--- src/rtl/multdiv_seq.sv ---
// Iterative signed multiply (radix-2 Booth) / divide (restoring, on magnitudes) unit.
// Optional remainder output enabled by defining MULTDIV_REMAINDER_EN.
module multdiv_seq #(
    parameter int DATA_WIDTH = 32
) (
    input  logic                  clock,
    input  logic                  reset,
    input  logic [DATA_WIDTH-1:0] data_operandA,
    input  logic [DATA_WIDTH-1:0] data_operandB,
    input  logic                  ctrl_MULT,
    input  logic                  ctrl_DIV,
    output logic [DATA_WIDTH-1:0] data_result,
    output logic                  data_exception,
`ifdef MULTDIV_REMAINDER_EN
    output logic [DATA_WIDTH-1:0] data_remainder,
`endif
    output logic                  data_resultRDY
);
    localparam int W  = DATA_WIDTH;
    localparam int CW = $clog2(W);

    typedef enum logic [1:0] {IDLE, MUL, DIV, DONE} state_t;

    state_t         state, stateNext;
    logic [CW-1:0]  counter, counterNext;
    // acc is one bit wider than the operands so Booth never overflows on -2^(W-1)
    logic [W:0]     acc, accNext;
    logic [W-1:0]   qReg, qRegNext;
    logic           qm1, qm1Next;
    logic [W-1:0]   mReg, mRegNext;
    logic           negQuot, negQuotNext, negRem, negRemNext;
    logic           divZero, divZeroNext, divOvf, divOvfNext;
    logic [W-1:0]   resultNext;
    logic           excNext, rdyNext;
`ifdef MULTDIV_REMAINDER_EN
    logic [W-1:0]   remNext;
`endif

    logic [W:0]     mExt, boothSum, mulAcc, shAcc, diff, divAcc;
    logic [W-1:0]   mulQ, divQ, absA, absB, quotSigned, remSigned;
    logic [2*W-1:0] product;
    logic           mulOvf;

    assign absA = data_operandA[W-1] ? -data_operandA : data_operandA;
    assign absB = data_operandB[W-1] ? -data_operandB : data_operandB;

    always_comb begin
        mExt = {mReg[W-1], mReg};
        case ({qReg[0], qm1})
            2'b10:   boothSum = acc - mExt;
            2'b01:   boothSum = acc + mExt;
            default: boothSum = acc;
        endcase
        mulAcc  = {boothSum[W], boothSum[W:1]};
        mulQ    = {boothSum[0], qReg[W-1:1]};
        product = {mulAcc[W-1:0], mulQ};
        mulOvf  = !((&product[2*W-1:W-1]) || (~|product[2*W-1:W-1]));

        shAcc  = {acc[W-1:0], qReg[W-1]};
        diff   = shAcc - {1'b0, mReg};
        divAcc = diff[W] ? shAcc : diff;
        divQ   = {qReg[W-2:0], ~diff[W]};
        quotSigned = negQuot ? -divQ : divQ;
        remSigned  = negRem ? -divAcc[W-1:0] : divAcc[W-1:0];
    end

    always_comb begin
        stateNext   = state;
        counterNext = counter;
        accNext     = acc;
        qRegNext    = qReg;
        qm1Next     = qm1;
        mRegNext    = mReg;
        negQuotNext = negQuot;
        negRemNext  = negRem;
        divZeroNext = divZero;
        divOvfNext  = divOvf;
        resultNext  = data_result;
        excNext     = data_exception;
        rdyNext     = 1'b0;
`ifdef MULTDIV_REMAINDER_EN
        remNext     = data_remainder;
`endif
        if (ctrl_MULT || ctrl_DIV) begin
            // A start pulse always wins, aborting whatever is in flight; MULT beats DIV
            stateNext   = ctrl_MULT ? MUL : DIV;
            counterNext = '0;
            accNext     = '0;
            qm1Next     = 1'b0;
            qRegNext    = ctrl_MULT ? data_operandB : absA;
            mRegNext    = ctrl_MULT ? data_operandA : absB;
            negQuotNext = data_operandA[W-1] ^ data_operandB[W-1];
            negRemNext  = data_operandA[W-1];
            divZeroNext = (data_operandB == '0);
            divOvfNext  = (data_operandA == {1'b1, {(W-1){1'b0}}}) && (&data_operandB);
        end else begin
            case (state)
                MUL: begin
                    accNext     = mulAcc;
                    qRegNext    = mulQ;
                    qm1Next     = qReg[0];
                    counterNext = counter + 1'b1;
                    if (counter == CW'(W-1)) begin
                        stateNext   = DONE;
                        counterNext = '0;
                        resultNext  = product[W-1:0];
                        excNext     = mulOvf;
                        rdyNext     = 1'b1;
                    end
                end
                DIV: begin
                    accNext     = divAcc;
                    qRegNext    = divQ;
                    counterNext = counter + 1'b1;
                    if (counter == CW'(W-1)) begin
                        stateNext   = DONE;
                        counterNext = '0;
                        resultNext  = divZero ? '0 : quotSigned;
                        excNext     = divZero || divOvf;
                        rdyNext     = 1'b1;
`ifdef MULTDIV_REMAINDER_EN
                        remNext     = (divZero || divOvf) ? '0 : remSigned;
`endif
                    end
                end
                DONE:    stateNext = IDLE;
                default: stateNext = IDLE;
            endcase
        end
    end

    always_ff @(posedge clock or posedge reset) begin
        if (reset) begin
            state          <= IDLE;
            counter        <= '0;
            acc            <= '0;
            qReg           <= '0;
            qm1            <= 1'b0;
            mReg           <= '0;
            negQuot        <= 1'b0;
            negRem         <= 1'b0;
            divZero        <= 1'b0;
            divOvf         <= 1'b0;
            data_result    <= '0;
            data_exception <= 1'b0;
            data_resultRDY <= 1'b0;
`ifdef MULTDIV_REMAINDER_EN
            data_remainder <= '0;
`endif
        end else begin
            state          <= stateNext;
            counter        <= counterNext;
            acc            <= accNext;
            qReg           <= qRegNext;
            qm1            <= qm1Next;
            mReg           <= mRegNext;
            negQuot        <= negQuotNext;
            negRem         <= negRemNext;
            divZero        <= divZeroNext;
            divOvf         <= divOvfNext;
            data_result    <= resultNext;
            data_exception <= excNext;
            data_resultRDY <= rdyNext;
`ifdef MULTDIV_REMAINDER_EN
            data_remainder <= remNext;
`endif
        end
    end
endmodule

--- config.mk ---
export PLATFORM = sky130hd
export DESIGN_NAME = multdiv_seq
export DESIGN_NICKNAME = d
export VERILOG_FILES = /design/src/rtl/multdiv_seq.sv
export SDC_FILE = /design/constraint.sdc
export NUM_CORES = 1
export LEC_CHECK = 0
export BUFFER_PORTS_ARGS = -buffer_cell sky130_fd_sc_hd__buf_2
export CORE_MARGIN = 2
export CORE_UTILIZATION = 50
export DETAILED_ROUTE_END_ITERATION = 8
export GPL_TIMING_DRIVEN = 0
export PLACE_DENSITY = 0.65
export RECOVER_POWER = 100
export SLEW_MARGIN = 20
export SYNTH_ARGS = -nofsm -noshare
export SYNTH_HDL_FRONTEND = slang
export SYNTH_SLANG_ARGS = --single-unit
--- constraint.sdc ---
create_clock -name clock -period 11.05 [get_ports clock]
set_input_delay 0 -clock clock [delete_from_list [all_inputs] [get_ports clock]]
set_output_delay 0 -clock clock [all_outputs]
set_load 0.005 [all_outputs]
==> metrics.cfg, run 1 <==
[drt]
ant_nets=0
drt-met1-wl_mm=23.1
drc=0
drtIter0Drc=1745
wl_met3_mm=4.81
wl_mm=58.8
met2_length_mm=27.5
top_layer=met4
drt_first_pass_iters=7
routedWlPerCell_um=24.1
viasPerCell=6.51
routed-via-count=15900

[sta]
worst_pin_slew_ns=5.76
fin_crit_sh_pct=75.6
setup_slack_ns=2.70
holdWs_ns=-0.000744
clock_skew_ns=0.0148
min_period_ns=8.35
setup_viol=0
fin_setup_tns_ns=0
fmax_mhz=120
slew_headroom_pct=-284
rsz0062_at_grt=false
hold_viol_final=1
slew_violations=145

[clock_tree]
numCtsBuffers=17
cts_tree=yes
cts_root_buffer=clkbuf_16
htreeDepth=4
clock_latency_ns=0.45
cts.path.max_buffers=2
cts.repair.resized=0
cts.reportedPaths.clkPinSlew_ns=0.07
clock-sinks=142

[logic_synthesis]
yosysSeqAreaShare_pct=24.8
synth_compound_area_share_pct=27.5
synthFlopType=dfrtp_1
synth_area_mm2=0.0143
avgSynthCellArea_um2=7.66
ys_types=93
synthCells=1867
synthAdderAreaFrac_pct=7.45
synth-simple-area-share_pct=21.7
synthMuxAreaShare_pct=4.28
synth-xor-area-share_pct=9.43
synth_warnings=0
syn_nets=2019
synth_edf_count=0
async_reset_ff_share_pct=100
ys_ff_latch=142
synth_top_family_by_area=compound AO/OA/AOI/OAI gates

[floorplanning]
rows=61
die_h_um=173
die_x_um=173
num_io_pins=102
core_area_mm2=0.0280
start_util_pct=51.1
dieArea_mm2=0.0300

[grt]
grt_overflow=0
grt_max_degree=100
grt_pass1_wl_mm=90.2
globalRouteTotalUtil_pct=38.8
antenna_found_initial=0
grt_pass1_vias=15400

[worst_setup_path]
ff2ff_setup_slack_ns=2.70
cp_slowest_cell=a2111oi_0
r2r_cells=28
worst_path_most_repeated_cell=a21oi_1
critical_path_class=flip-flop to flip-flop
cpPeakStageDelay_ns=0.65
timing.rr.start=qReg[31]
cp.required_ns=11.36
r2r_end=data_result[24]
crit_path_end_kind=flip-flop
path_max_fanout=10
crit_arrival_ns=8.66
start_kind=flip-flop

[place]
placed_cells=2344
port_buffers=98
dp_hpwl_mm=44.8
place_congestion=0.999
dpl_worst_slack_ns=2.86

[power_and_ir_drop]
p_seq_share_pct=29.1
p_sw_share_pct=39.7
p_sw_w=0.000854
vdd_drop_max_mv=0.105
power_frac_comb_pct=40.7
p_per_area_mw_per_mm2=130
p_leak_nw=7.01
p_int_w=0.00130
p_total_w=0.00215
clkPwrFrac_pct=30.2

[layout]
final_cells=2436
drive_gt1_share_pct=8.31
fin_nets=2199
areaGrowthSynthToFinish_pct=15.3
antenna_cells=0
nFillCells=2729

[run_status]
status=finished, violations left
violations=hold timing, capacitance limit, slew limit

[min_path]
hold_end=qReg[23]
hp-class=primary input to flip-flop
hold_depth=3
min_from=data_operandB[23]

[job]
drv_cap=2

per-layer routing:
layer / vias up / track usage (%)
met3: 214 / 6.02
met1: 7605 / 48.3
met2: 845 / 64.8
met4: 0 / 20.3
met5: - / 0
li1: 7200 / -
cells in the mapped netlist, types with 16 or more instances:
cell | count | area, µm²
nor2_1 | 188 | 706
or3_1 | 28 | 175
nor2b_1 | 21 | 131
clkbuf_1 | 93 | 349
nand4_1 | 22 | 138
nand2_1 | 190 | 713
inv_1 | 59 | 221
dfrtp_1 | 142 | 3550
o21ai_0 | 163 | 816
o31ai_1 | 39 | 293
nand3_1 | 30 | 150
xnor2_1 | 106 | 928
nor3_1 | 29 | 145
a31oi_1 | 23 | 144
nand2b_1 | 16 | 100
mux2i_1 | 51 | 510
a21o_1 | 26 | 195
xor2_1 | 48 | 420
a211oi_1 | 48 | 360
a22oi_1 | 23 | 173
ha_1 | 82 | 1030
buf_1 | 18 | 67.6
a21oi_1 | 164 | 821
cell families (layout without fill, tap and decap cells):
| logic type | count (synthesis) | count (layout) |
|---|---|---|
| adder cells (fa/ha/maj) | 84 | 84 |
| AND/OR/NAND/NOR | 630 | 630 |
| XOR/XNOR | 154 | 154 |
| flip-flops | 142 | 142 |
| buffers and inverters | 178 | 369 |
| AO/OA/AOI/OAI | 619 | 619 |
| multiplexers | 60 | 60 |
flip-flops by register name, summed over array words and instances, names as in the netlist:
name and cells:
qReg 32, mReg 32, divOvf 1, qm1 1
state 2, data_resultRDY 1, data_result 32, counter 5
data_exception 1, divZero 1, negQuot 1, acc 33
layout make-up:
cell class | count | area [µm²] | area share (%)
Buffer | 117 | 458 | 2.78
Clock buffer | 20 | 447 | 2.71
Clock inverter | 10 | 188 | 1.14
Inverter | 61 | 230 | 1.40
Multi-Input combinational cell | 1547 | 10000 | 60.9
Sequential cell | 142 | 3550 | 21.5
Tap cell | 378 | 473 | 2.87
Timing Repair Buffer | 161 | 1100 | 6.67
per-stage QoR:
step,instance area (µm²),utilization [%]
finish,16500,58.9
global route,16500,58.9
CTS,16600,59.1
detailed placement,15300,54.6
global placement,15300,54.5
floorplan,14300,-
worst max-delay path by stage:
stage / from / end / depth (start not counted)
floorplan: qReg[31] / data_result[28] / 28
global placement: qReg[31] / data_result[24] / 28
detailed placement: qReg[31] / data_result[24] / 28
CTS: qReg[31] / data_result[24] / 28
global route: mReg[0] / data_result[24] / 27
finish: qReg[31] / data_result[24] / 28
placed cells by master (no fill, tap or decap), types with 30 or more instances in the layout:
| cell | count |
|---|---|
| dlygate4sd3_1 | 62 |
| a211oi_1 | 48 |
| nand3_1 | 30 |
| nand2_1 | 190 |
| o31ai_1 | 39 |
| clkbuf_1 | 112 |
| o21ai_0 | 166 |
| buf_2 | 90 |
| a21oi_1 | 165 |
| inv_1 | 58 |
| xnor2_1 | 106 |
| xor2_1 | 48 |
| ha_1 | 82 |
| nor3_1 | 30 |
| nor2_1 | 188 |
| mux2i_1 | 51 |
| dfrtp_1 | 142 |
critical path, delay by kind of cell (launching register included):
family | cells | cell delay, ns
xor+xnor | 1 | 0.09
simple gates | 5 | 1.40
flops | 1 | 0.50
compound gates | 13 | 3.72
buf+inv | 5 | 1.37
fa+ha+maj | 4 | 1.13
timing repair:
action                    in CTS  in global routing
hold endpoints to repair     105                  0
setup buffers                  0                  0
hold buffers                  62                  0
power groups by stage:
stage	combinational (W)	sequential, W	clock, W
after detailed placement	0.000831	0.000630	0
after CTS	0.000854	0.000621	0.000647
after floorplan	0.000594	0.000603	0
final	0.000876	0.000625	0.000650
after global placement	0.000822	0.000630	0
after global routing	0.000952	0.000629	0.000670
(Power assumes the default switching activity.)
==> inputs of run 2 (changes only) <==
Clock period 11.05 ns to 8.3 ns, I/O delays scaled along.
==> run 2 against run 1 <==
Net effect: the run ends with capacitance limit, slew limit left; maximum frequency up 5.5%; via count about the same; global-route usage unchanged; worst hold slack better by 0.0048 ns; highest routed layer unchanged; critical endpoint is now data_result[25]; clock skew down 0.0011 ns; final cell count about the same; register-to-register slack worse by 2.3 ns; combinational power up 32%; utilization unchanged.
==> metrics.cfg, run 2 (synthesized netlist as in run 1, its figures left out) <==
[run_status]
status=finished, violations left  ; unchanged
violations=capacitance limit, slew limit  ; was hold timing, capacitance limit, slew limit

[place]
dp_hpwl_mm=44.8  ; unchanged
place_congestion=0.999  ; unchanged
dpl_cell_area_mm2=0.0153  ; unchanged
port_buffers=98  ; unchanged
dpl_worst_slack_ns=0.114  ; was 2.86 ns

[layout]
antenna_cells=0  ; unchanged
final_common_cell=nand2_1  ; unchanged
design_area_mm2=0.0165  ; unchanged
largest_register_ffs=33  ; unchanged
register_area_mm2=0.00355  ; unchanged
drive_gt1_share_pct=8.36  ; was 8.31%
areaGrowthSynthToFinish_pct=15.3  ; unchanged
top_register=acc  ; unchanged
fin_nets=2198  ; was 2199
layout_common_cells=nand2_1 (190), nor2_1 (188), o21ai_0 (166), a21oi_1 (164), dfrtp_1 (142)  ; was nand2_1 (190), nor2_1 (188), o21ai_0 (166), a21oi_1 (165), dfrtp_1 (142)
nFillCells=2731  ; was 2729
multi_input_area_mm2=0.0101  ; was 0.0100 mm²

[drt]
ant_nets=0  ; unchanged
wl_met3_mm=4.69  ; was 4.81 mm
drt-met1-wl_mm=23.1  ; about the same
viasPerCell=6.51  ; about the same
drtIter0Drc=1685  ; was 1745
drc=0  ; unchanged
wl_mm=58.7  ; was 58.8 mm
met2_length_mm=27.5  ; about the same
top_layer=met4  ; unchanged
drt_first_pass_iters=6  ; was 7
routed-via-count=15800  ; was 15900
routedWlPerCell_um=24.1  ; about the same

[floorplanning]
dieArea_mm2=0.0300  ; unchanged
die_h_um=173  ; unchanged
num_io_pins=102  ; unchanged
start_util_pct=51.1  ; unchanged
core_area_mm2=0.0280  ; unchanged
die_x_um=173  ; unchanged
rows=61  ; unchanged

[power_and_ir_drop]
p_leak_nw=7.01  ; about the same
p_seq_share_pct=29.1  ; about the same
p_sw_share_pct=39.7  ; about the same
p_per_area_mw_per_mm2=173  ; was 130 mW/mm²
p_int_w=0.00173  ; was 0.00130 W
clkPwrFrac_pct=30.2  ; about the same
vdd_drop_max_mv=0.140  ; was 0.105 mV
p_sw_w=0.00114  ; was 0.000854 W
power_frac_comb_pct=40.7  ; about the same

[grt]
globalRouteTotalUtil_pct=38.8  ; unchanged
grt_pass1_vias=15400  ; unchanged
grt_max_degree=100  ; unchanged
grt_pass1_wl_mm=90.2  ; unchanged
grt_overflow=0  ; unchanged
antenna_found_initial=0  ; unchanged

[sta]
fmax_mhz=126  ; was 120 MHz
min_period_ns=7.91  ; was 8.35 ns
hold_viol_final=0  ; was 1
setup_slack_ns=0.385  ; was 2.70 ns
rsz0062_at_grt=false  ; unchanged
setup_viol=0  ; unchanged
clock_skew_ns=0.0137  ; was 0.0148 ns
fin_setup_tns_ns=0  ; unchanged
slew_headroom_pct=-288  ; was -284%
slew_violations=145  ; unchanged
fin_crit_sh_pct=95.4  ; was 75.6%
worst_pin_slew_ns=5.81  ; was 5.76 ns

[worst_setup_path]
path_max_fanout=14  ; was 10
worst_path_most_repeated_cell=inv_1  ; was a21oi_1
cpPeakStageDelay_ns=0.64  ; was 0.65 ns
critical_path_class=flip-flop to flip-flop  ; unchanged
endpoint=data_result[25]  ; was data_result[24]
critPathTopFamily=compound AO/OA/AOI/OAI gates  ; unchanged
ff2ff_setup_slack_ns=0.39  ; was 2.70 ns
cp.required_ns=8.61  ; was 11.36 ns
critPathLaunch=qReg[31]  ; unchanged
r2r_cells=27  ; was 28
critPathBufInv=4  ; was 5
crit_cells=27  ; was 28
timing.rr.start=qReg[31]  ; unchanged
crit_path_end_kind=flip-flop  ; unchanged
cp_slowest_cell=a2111oi_0  ; unchanged
crit_arrival_ns=8.22  ; was 8.66 ns
r2r_end=data_result[25]  ; was data_result[24]
start_kind=flip-flop  ; unchanged

[clock_tree]
clock-sinks=142  ; unchanged
numCtsBuffers=17  ; unchanged
cts_tree=yes  ; unchanged
htreeDepth=4  ; unchanged
cts.path.max_buffers=2  ; unchanged
cts_root_buffer=clkbuf_16  ; unchanged
cts.reportedPaths.clkPinSlew_ns=0.06  ; was 0.07 ns
cts_setup_buffers=0  ; unchanged
clock_latency_ns=0.45  ; about the same

[job]
drv_cap=2  ; unchanged

[min_path]
hp-class=primary input to flip-flop  ; unchanged

==> run 2: changes by cell type in the layout (fill, tap and decap cells not counted) <==
cell	previous run	this run
a21oi_2	0	1
a21oi_1	165	164
clkbuf_1	112	111
==> run 2: through the flow <==
stage                     hold slack (ns)  utilization [%]  instances  power, W
after detailed placement           0.0167             54.6       2344   0.00195
after floorplan                     0.121                -       1867   0.00159
after global routing               0.0364             58.9       2435   0.00300
final                             0.00406             58.9       2435   0.00286
after CTS                         0.00512             59.1       2436   0.00283
after global placement              0.267             54.5       2343   0.00193
==> run 2: final cells by class <==
class / count / share of cell area [%]
Inverter: 61 / 1.40
Tap cell: 378 / 2.87
Sequential cell: 142 / 21.5
Clock buffer: 20 / 2.71
Buffer: 116 / 2.75
Clock inverter: 10 / 1.14
Timing Repair Buffer: 161 / 6.67
Multi-Input combinational cell: 1547 / 60.9
==> run 2: repair_timing <==
action | CTS | global route
gates resized for setup | 0 | 1
hold buffers | 62 | 0
endpoints found under the hold margin | 105 | 0
setup endpoints to repair | 0 | 7
==> run 2: worst reg2reg max path: stages (launching register included) <==
cell and delay (ns):
dfrtp_1 0.50, inv_1 0.11, ha_1 0.16, inv_1 0.06, fa_1 0.40, a21o_1 0.18
a21o_1 0.20, a2111oi_0 0.64, o21ai_0 0.32, a21oi_2 0.46, o211a_1 0.23, nor3_1 0.08
a211oi_1 0.33, o21bai_1 0.22, a21oi_1 0.20, o21ai_0 0.14, ha_1 0.28, clkbuf_1 0.30
inv_1 0.58, nand3_1 0.35, nand2b_1 0.28, or2_2 0.30, or3_1 0.42, nand2b_1 0.25
o31ai_1 0.27, xnor2_1 0.10, a22oi_1 0.31, a21oi_1 0.12
==> run 2: layer usage <==
layer	vias up	track usage, %
met5	-	0
met4	0	20.3
met3	221	6.02
met2	858	64.8
met1	7579	48.3
li1	7191	-
==> run 2: worst min-delay path by stage <==
stage / cells after the start / endpoint / slack, ns / startpoint
after detailed placement: 2 / mReg[13] / 0.02 / reset
final: 3 / qReg[23] / 0.004 / data_operandB[23]
after CTS: 3 / qReg[23] / 0.005 / data_operandB[23]
after global routing: 3 / qReg[23] / 0.04 / data_operandB[23]
after global placement: 3 / mReg[27] / 0.27 / data_operandA[27]
after floorplan: 2 / mReg[0] / 0.12 / data_operandA[0]
==> run 2: power by group through the flow <==
stage                     Combinational [W]  Clock (W)  Sequential, W
after global placement              0.00109          0       0.000839
final                               0.00116   0.000865       0.000832
after global routing                0.00127   0.000893       0.000837
after detailed placement            0.00111          0       0.000839
after floorplan                    0.000791          0       0.000802
after CTS                           0.00114   0.000862       0.000827
